==> src/rtl/rfblackwidow_dcache_wbuf_if.sv <==
// Bus interface for the dcache store write buffer.
// Groups the store-capture port, the data-RAM write port and the load
// forwarding port. The master side drives stores, RAM acks and load
// lookups. The slave side is the buffer itself.
interface rfblackwidow_dcache_wbuf_if #(
    parameter int AWID  = 32,
    parameter int DATAW = 256
);
    logic                 wr;
    logic [AWID-1:0]      wadr;
    logic [DATAW-1:0]     wdat;
    logic [DATAW/8-1:0]   wsel;
    logic                 full;
    logic                 empty;
    logic                 ovf;
    logic                 ram_req;
    logic [AWID-1:0]      ram_adr;
    logic [DATAW-1:0]     ram_dat;
    logic [DATAW/8-1:0]   ram_sel;
    logic                 ram_ack;
    logic [AWID-1:0]      ld_adr;
    logic                 fwd_hit;
    logic [DATAW-1:0]     fwd_dat;
    logic [DATAW/8-1:0]   fwd_sel;

    modport master (
        output wr, wadr, wdat, wsel, ram_ack, ld_adr,
        input  full, empty, ovf, ram_req, ram_adr, ram_dat, ram_sel,
               fwd_hit, fwd_dat, fwd_sel
    );

    modport slave (
        input  wr, wadr, wdat, wsel, ram_ack, ld_adr,
        output full, empty, ovf, ram_req, ram_adr, ram_dat, ram_sel,
               fwd_hit, fwd_dat, fwd_sel
    );
endinterface

==> src/rtl/rfblackwidow_dcache_wbuf.sv <==
// Store write buffer sitting behind the dcache write-enable generator.
// Stores are queued as line entries, drained to the data RAM through a
// req/ack handshake, and forwarded to loads so stale RAM data is never used.
// Optional macro RFBW_DCWB_COALESCE_EN merges a store into the youngest entry
// when both target the same line. This happens only if that entry is not the head
// being issued or loaded.
module rfblackwidow_dcache_wbuf #(
    parameter int DEPTH = 4,
    parameter int AWID  = 32,
    parameter int DATAW = 256
) (
    input  logic                       clk,
    input  logic                       rst,
    rfblackwidow_dcache_wbuf_if.slave  bus
);

    localparam int SELW = DATAW / 8;
    localparam int OFS  = $clog2(SELW);
    localparam int LW   = AWID - OFS;
    localparam int PW   = $clog2(DEPTH);
    localparam int CW   = PW + 1;

    typedef enum logic {IDLE, ISSUE} state_t;

    state_t            state, state_nxt;

    logic [LW-1:0]     ent_line [DEPTH];
    logic [DATAW-1:0]  ent_dat  [DEPTH];
    logic [SELW-1:0]   ent_sel  [DEPTH];
    logic [DEPTH-1:0]  ent_vld;

    logic [PW-1:0]     wptr, rptr, rptr_nx1;
    logic [CW-1:0]     count, count_nxt;
    logic              full_r, empty_r, ovf_r;

    logic [AWID-1:0]   ram_adr_r;
    logic [DATAW-1:0]  ram_dat_r;
    logic [SELW-1:0]   ram_sel_r;

    logic              pop, alloc, merge, drop, wr_en, load_head;
    logic [PW-1:0]     wr_idx, load_idx;
    logic [LW-1:0]     wline, lline, head_line;
    logic [DATAW-1:0]  wr_dat, head_dat;
    logic [SELW-1:0]   wr_sel, head_sel;

    logic              fwd_hit_c;
    logic [DATAW-1:0]  fwd_dat_c;
    logic [SELW-1:0]   fwd_sel_c;
    logic [PW-1:0]     fidx;

`ifdef RFBW_DCWB_COALESCE_EN
    logic [PW-1:0]     ypt;
    logic [DATAW-1:0]  wmask;
`endif

    assign wline    = bus.wadr[AWID-1:OFS];
    assign lline    = bus.ld_adr[AWID-1:OFS];
    assign rptr_nx1 = rptr + PW'(1);

`ifdef RFBW_DCWB_COALESCE_EN
    // Youngest entry index and byte-expanded store mask for merging
    always_comb begin
        ypt = wptr - PW'(1);
        wmask = '0;
        for (int b = 0; b < SELW; b++) begin
            wmask[b*8 +: 8] = {8{bus.wsel[b]}};
        end
    end
`endif

    // Decide whether a store allocates, merges or is dropped, and what gets written
    always_comb begin
`ifdef RFBW_DCWB_COALESCE_EN
        merge  = bus.wr && (count >= CW'(2)) && (ent_line[ypt] == wline);
        wr_idx = merge ? ypt : wptr;
        wr_dat = merge ? ((ent_dat[ypt] & ~wmask) | (bus.wdat & wmask)) : bus.wdat;
        wr_sel = merge ? (ent_sel[ypt] | bus.wsel) : bus.wsel;
`else
        merge  = 1'b0;
        wr_idx = wptr;
        wr_dat = bus.wdat;
        wr_sel = bus.wsel;
`endif
        alloc     = bus.wr && !merge && (!full_r || pop);
        drop      = bus.wr && !merge && full_r && !pop;
        wr_en     = alloc || merge;
        count_nxt = count + CW'(alloc) - CW'(pop);
    end

    // Drain FSM state register
    always_ff @(posedge clk or posedge rst) begin
        if (rst) state <= IDLE;
        else     state <= state_nxt;
    end

    // Drain FSM next-state logic
    always_comb begin
        state_nxt = state;
        case (state)
            IDLE:    if (count != '0) state_nxt = ISSUE;
            ISSUE:   if (pop && (count_nxt == '0)) state_nxt = IDLE;
            default: state_nxt = IDLE;
        endcase
    end

    // Drain FSM outputs: request, pop strobe and head reload control
    always_comb begin
        bus.ram_req = (state == ISSUE);
        pop         = (state == ISSUE) && bus.ram_ack;
        load_head   = ((state == IDLE) && (count != '0)) || (pop && (count_nxt != '0));
        load_idx    = (state == IDLE) ? rptr : rptr_nx1;
    end

    // Head source, bypassing an entry written this same cycle
    always_comb begin
        if (wr_en && (wr_idx == load_idx)) begin
            head_line = wline;
            head_dat  = wr_dat;
            head_sel  = wr_sel;
        end else begin
            head_line = ent_line[load_idx];
            head_dat  = ent_dat[load_idx];
            head_sel  = ent_sel[load_idx];
        end
    end

    // Pointers, occupancy and status flags
    always_ff @(posedge clk or posedge rst) begin
        if (rst) begin
            wptr    <= '0;
            rptr    <= '0;
            count   <= '0;
            full_r  <= 1'b0;
            empty_r <= 1'b1;
            ovf_r   <= 1'b0;
        end else begin
            wptr    <= wptr + PW'(alloc);
            rptr    <= rptr + PW'(pop);
            count   <= count_nxt;
            full_r  <= (count_nxt == CW'(DEPTH));
            empty_r <= (count_nxt == '0);
            ovf_r   <= ovf_r | drop;
        end
    end

    // Entry valid bits; a new allocation wins over a pop of the same slot
    always_ff @(posedge clk or posedge rst) begin
        if (rst) begin
            ent_vld <= '0;
        end else begin
            for (int i = 0; i < DEPTH; i++) begin
                if (alloc && (wptr == PW'(i)))     ent_vld[i] <= 1'b1;
                else if (pop && (rptr == PW'(i)))  ent_vld[i] <= 1'b0;
            end
        end
    end

    // Entry payload storage, qualified by the valid bits so no reset needed
    always_ff @(posedge clk) begin
        if (wr_en) begin
            ent_line[wr_idx] <= wline;
            ent_dat[wr_idx]  <= wr_dat;
            ent_sel[wr_idx]  <= wr_sel;
        end
    end

    // RAM write-port registers, reloaded from the head entry
    always_ff @(posedge clk or posedge rst) begin
        if (rst) begin
            ram_adr_r <= '0;
            ram_dat_r <= '0;
            ram_sel_r <= '0;
        end else if (load_head) begin
            ram_adr_r <= {head_line, {OFS{1'b0}}};
            ram_dat_r <= head_dat;
            ram_sel_r <= head_sel;
        end
    end

    // Load forwarding: scan oldest to youngest so the youngest match wins
    always_comb begin
        fwd_hit_c = 1'b0;
        fwd_dat_c = '0;
        fwd_sel_c = '0;
        fidx      = rptr;
        for (int k = 0; k < DEPTH; k++) begin
            fidx = rptr + PW'(k);
            if (ent_vld[fidx] && (ent_line[fidx] == lline)) begin
                fwd_hit_c = 1'b1;
                fwd_dat_c = ent_dat[fidx];
                fwd_sel_c = ent_sel[fidx];
            end
        end
    end

    assign bus.full    = full_r;
    assign bus.empty   = empty_r;
    assign bus.ovf     = ovf_r;
    assign bus.ram_adr = ram_adr_r;
    assign bus.ram_dat = ram_dat_r;
    assign bus.ram_sel = ram_sel_r;
    assign bus.fwd_hit = fwd_hit_c;
    assign bus.fwd_dat = fwd_dat_c;
    assign bus.fwd_sel = fwd_sel_c;

endmodule

==> src/flat_wrapper.sv <==
// flat-port wrapper written by rule: the top's interface ports become plain ports
module rfblackwidow_dcache_wbuf_flat 
#(
    parameter int DEPTH = 4,
    parameter int AWID  = 32,
    parameter int DATAW = 256
)
  (clk, rst, bus_wr, bus_wadr, bus_wdat, bus_wsel, bus_ram_ack, bus_ld_adr, bus_full, bus_empty, bus_ovf, bus_ram_req, bus_ram_adr, bus_ram_dat, bus_ram_sel, bus_fwd_hit, bus_fwd_dat, bus_fwd_sel);
  rfblackwidow_dcache_wbuf_if #(.AWID(AWID), .DATAW(DATAW)) bus_i ();
  input  logic clk;
  input  logic rst;
  input wire logic [$bits(bus_i.wr)-1:0] bus_wr;
  input wire logic [$bits(bus_i.wadr)-1:0] bus_wadr;
  input wire logic [$bits(bus_i.wdat)-1:0] bus_wdat;
  input wire logic [$bits(bus_i.wsel)-1:0] bus_wsel;
  input wire logic [$bits(bus_i.ram_ack)-1:0] bus_ram_ack;
  input wire logic [$bits(bus_i.ld_adr)-1:0] bus_ld_adr;
  output wire logic [$bits(bus_i.full)-1:0] bus_full;
  output wire logic [$bits(bus_i.empty)-1:0] bus_empty;
  output wire logic [$bits(bus_i.ovf)-1:0] bus_ovf;
  output wire logic [$bits(bus_i.ram_req)-1:0] bus_ram_req;
  output wire logic [$bits(bus_i.ram_adr)-1:0] bus_ram_adr;
  output wire logic [$bits(bus_i.ram_dat)-1:0] bus_ram_dat;
  output wire logic [$bits(bus_i.ram_sel)-1:0] bus_ram_sel;
  output wire logic [$bits(bus_i.fwd_hit)-1:0] bus_fwd_hit;
  output wire logic [$bits(bus_i.fwd_dat)-1:0] bus_fwd_dat;
  output wire logic [$bits(bus_i.fwd_sel)-1:0] bus_fwd_sel;
  assign bus_i.wr = bus_wr;
  assign bus_i.wadr = bus_wadr;
  assign bus_i.wdat = bus_wdat;
  assign bus_i.wsel = bus_wsel;
  assign bus_i.ram_ack = bus_ram_ack;
  assign bus_i.ld_adr = bus_ld_adr;
  assign bus_full = bus_i.full;
  assign bus_empty = bus_i.empty;
  assign bus_ovf = bus_i.ovf;
  assign bus_ram_req = bus_i.ram_req;
  assign bus_ram_adr = bus_i.ram_adr;
  assign bus_ram_dat = bus_i.ram_dat;
  assign bus_ram_sel = bus_i.ram_sel;
  assign bus_fwd_hit = bus_i.fwd_hit;
  assign bus_fwd_dat = bus_i.fwd_dat;
  assign bus_fwd_sel = bus_i.fwd_sel;
  rfblackwidow_dcache_wbuf #(.DEPTH(DEPTH), .AWID(AWID), .DATAW(DATAW)) u_core (.clk(clk), .rst(rst), .bus(bus_i));
endmodule
==> config.mk <==
export PLATFORM = sky130hd
export DESIGN_NAME = rfblackwidow_dcache_wbuf_flat
export DESIGN_NICKNAME = d
export VERILOG_FILES = /design/src/rtl/rfblackwidow_dcache_wbuf_if.sv /design/src/rtl/rfblackwidow_dcache_wbuf.sv /design/src/flat_wrapper.sv
export SDC_FILE = /design/constraint.sdc
export NUM_CORES = 2
export LEC_CHECK = 0
export ABC_AREA = 1
export CAP_MARGIN = 5
export CORE_ASPECT_RATIO = 0.5
export CORE_UTILIZATION = 50
export DETAILED_ROUTE_END_ITERATION = 8
export PLACE_DENSITY = 0.71
export SLEW_MARGIN = 0
export SYNTH_ARGS = -nofsm -noshare
export SYNTH_HDL_FRONTEND = slang
export SYNTH_SLANG_ARGS = --single-unit
==> constraint.sdc <==
create_clock -name clk -period 32.1 [get_ports clk]
set_input_delay 6.42 -clock clk [delete_from_list [all_inputs] [get_ports clk]]
set_output_delay 6.42 -clock clk [all_outputs]
set_load 0.02 [all_outputs]
==> qor.yml <==
final_layout:
  fin_util: 0.579
  layout_common_cells: "nand2_1 (3011), o21ai_0 (2779), edfxtp_1 (1260), inv_1 (1027), clkdlybuf4s50_1 (953)"
  postLayoutCellArea_um2: 116000
  area_growth_pct: 14.8
  nets: 13700
  drive_gt1_frac: 0.0307
  layout.cells.non_filler: 16200
  layout_commonest_cell: "nand2_1"
clocking:
  clk_latency_ns: 0.86
  cts_hold_buf: 0
  cts_buffers: 163
  root_buffer: "clkbuf_16"
  tritoncts: "yes"
  path_clk_slew_ns: 0.07
  clock_path_buffers: 4
  htreeDepth: 4
  cts_resized: 0
  clock_sinks: 1590
  cts_setup_buffers: 0
timing:
  worst_pin_slew_ns: 1.30
  relSlewSlack: 0.134
  rsz0062_at_grt: "no"
  whs_ns: 0.467
  tns_ns: 0
  worst_slack_ns: 12.97
  drv_slew: 0
  report.final.hold_viol_count: 0
  fin_crit_sh: 0.596
  fin_skew_ns: 0.0418
  finalCriticalPeriod_ns: 19.13
  finalSetupViolCount: 0
  max_freq_ghz: 0.0523
synthesis:
  synthTopCellsByArea: "edfxtp_1 (37%), o21ai_0 (14%), nand2_1 (11%)"
  synth_top_cell_area_share: 0.375
  synthDistinctLibCells: 41
  netlist_area_um2: 101000
  synth-seq-area-share: 0.456
  postSynthAreaPerCell_um2: 7.68
  synth_cells: 13100
  synth_warnings: 0
  yosysTopAreaCell: "edfxtp_1"
  synth-seq-cells: 1590
worst_setup_path:
  critPathCaptureType: "output pin"
  crit_buf_inv: 7
  cp_slowest_stage_delay_ns: 0.86
  cp.required_ns: 25.68
  r2r-end: "u_core.bus.ram_dat[129]$_DFFE_PP0P_"
  cpMaxStageDelayCell: "buf_4"
  crit_type: "input port to output pin"
  rrSetupSlack_ns: 24.38
  critical-path-top-delay-family: "buffers and inverters"
  crit_start: "bus_ld_adr[13]"
  crit_cells: 16
  crit_arrival_ns: 12.71
  path_cells: "clkdlybuf4s50_1, inv_1, nand3_1, nand4_1, nor2_1, nand2_1, nor2_4, buf_4, buf_4, buf_12, buf_4, nand3_1, nand2_1, nand2_1, a21oi_1, clkdlybuf4s50_1"
  r2r_cells: 15
  timing.critical_path.to: "bus_fwd_dat[57]"
  start_kind: "input port"
  worstPathMaxFanout: 137
  timing.rr.start: "u_core.rptr[0]$_DFF_PP0_"
route:
  dr.pass1.iters: 7
  drtAntennaViolNets: 0
  vias: 98300
  wl_per_cell_um: 22.4
  via_per_inst: 6.09
  drc: 0
  drt_iter0_drc: 11400
  wl_mm: 362
global_route:
  gr-total-overflow: 0
  grt_pass1_vias: 90200
  grt_pass1_wl_mm: 538
  antenna_found_initial: 87
  grt.total_usage: 0.342
  grt_max_degree: 254
die:
  dieArea_um2: 204000
  die_w_um: 638
  core_um2: 200000
  chipHeight_um: 320
  initial_utilization: 0.504
  io_pins: 969
  row_count: 116
power_and_ir_drop:
  power.leakage_nw: 46.3
  vdd_drop_max_v: 0.000149
  totalPowerFinal_mw: 13.1
  power_density_nw_per_um2: 113
worst_hold_path:
  hold_class: "register to register"
run_status:
  status: "complete, no violations"
placed_design:
  placed_cell_area_um2: 111000
  place_inst: 15800
  io_buffers: 953
  pre_cts_ws_ns: 13.25
  dp_hpwl_mm: 211
  gp_congestion: 0.957
flow_run:
  maxCapViolations: 0
[cell families after synthesis]
group	count (synthesis)	share of synthesized area
XOR/XNOR	19	0.00165
adder cells (fa/ha/maj)	9	0.00119
AND/OR/NAND/NOR	4564	0.178
other	1	0.0000371
flip-flops	1590	0.456
multiplexers	386	0.0383
buffers and inverters	2156	0.0858
AO/OA/AOI/OAI	4422	0.239
[where the power goes]
| part | internal, mW | switching, mW |
|---|---|---|
| sequential | 2.84 | 0.338 |
| combinational | 2.46 | 5.48 |
| clock | 1.08 | 0.859 |
[worst min path at each step]
stage / startpoint / endpoint / slack [ns] / depth (start not counted)
after floorplan: u_core.ent_vld[0]$_DFFE_PP0P_ / u_core.ent_vld[0]$_DFFE_PP0P_ / 0.47 / 1
after global placement: u_core.bus.ovf$_DFF_PP0_ / u_core.bus.ovf$_DFF_PP0_ / 0.45 / 1
after detailed placement: u_core.bus.ovf$_DFF_PP0_ / u_core.bus.ovf$_DFF_PP0_ / 0.46 / 1
after CTS: u_core.bus.ovf$_DFF_PP0_ / u_core.bus.ovf$_DFF_PP0_ / 0.47 / 1
after global routing: u_core.bus.ovf$_DFF_PP0_ / u_core.bus.ovf$_DFF_PP0_ / 0.50 / 1
final: u_core.bus.ovf$_DFF_PP0_ / u_core.bus.ovf$_DFF_PP0_ / 0.47 / 1
[cell usage after synthesis]
master	instances
nand2_1	3012
o21ai_0	2779
edfxtp_1	1260
inv_1	1029
nor2_1	938
a21oi_1	910
clkbuf_1	686
nand3_1	589
mux2i_1	386
dfrtp_1	329
o211ai_1	319
buf_2	300
o221ai_1	288
buf_1	94
o21ai_1	88
buf_4	26
xor2_1	18
buf_6	11
nand4_1	11
a21oi_2	10
o21bai_1	10
o311ai_0	9
ha_1	8
nor3_1	8
inv_2	5
a21o_1	4
clkbuf_4	4
nor2_4	3
a21boi_1	1
a31o_2	1
conb_1	1
dfstp_2	1
fa_1	1
inv_4	1
nor3b_1	1
nor4_1	1
o21ai_2	1
o311ai_1	1
o31ai_1	1
or2_2	1
xnor2_1	1
[per-layer routing]
metal / track usage / vias to the layer above / wire length [µm]
met5: 0 / - / 23
met4: 0.271 / 4 / 29200
met3: 0.0453 / 1137 / 32500
met2: 0.541 / 5337 / 164000
met1: 0.425 / 46200 / 136000
li1: - / 45600 / -
[cell type report]
| cell class | count | area [µm²] |
|---|---|---|
| timing repair buffer | 1095 | 10900 |
| fill | 17800 | 84400 |
| antenna | 80 | 200 |
| clock buffer | 228 | 4620 |
| tap | 2655 | 3320 |
| sequential | 1590 | 46100 |
| inverter | 1035 | 3950 |
| clock inverter | 62 | 572 |
| multi-input combinational | 9405 | 46300 |
[sequential cells by signal (all words and copies together), names as in the netlist]
signal	flops
u_core.count	3
u_core.bus.empty	1
u_core.bus.ram_dat	256
u_core.ent_sel	128
u_core.bus.ovf	1
u_core.ent_vld	4
u_core.ent_line	108
u_core.bus.ram_sel	32
u_core.bus.ram_adr	27
u_core.ent_dat	1024
u_core.wptr	2
u_core.rptr	2
u_core.bus.ram_req	1
u_core.bus.full	1
Power figures use the tool's default switching activity.
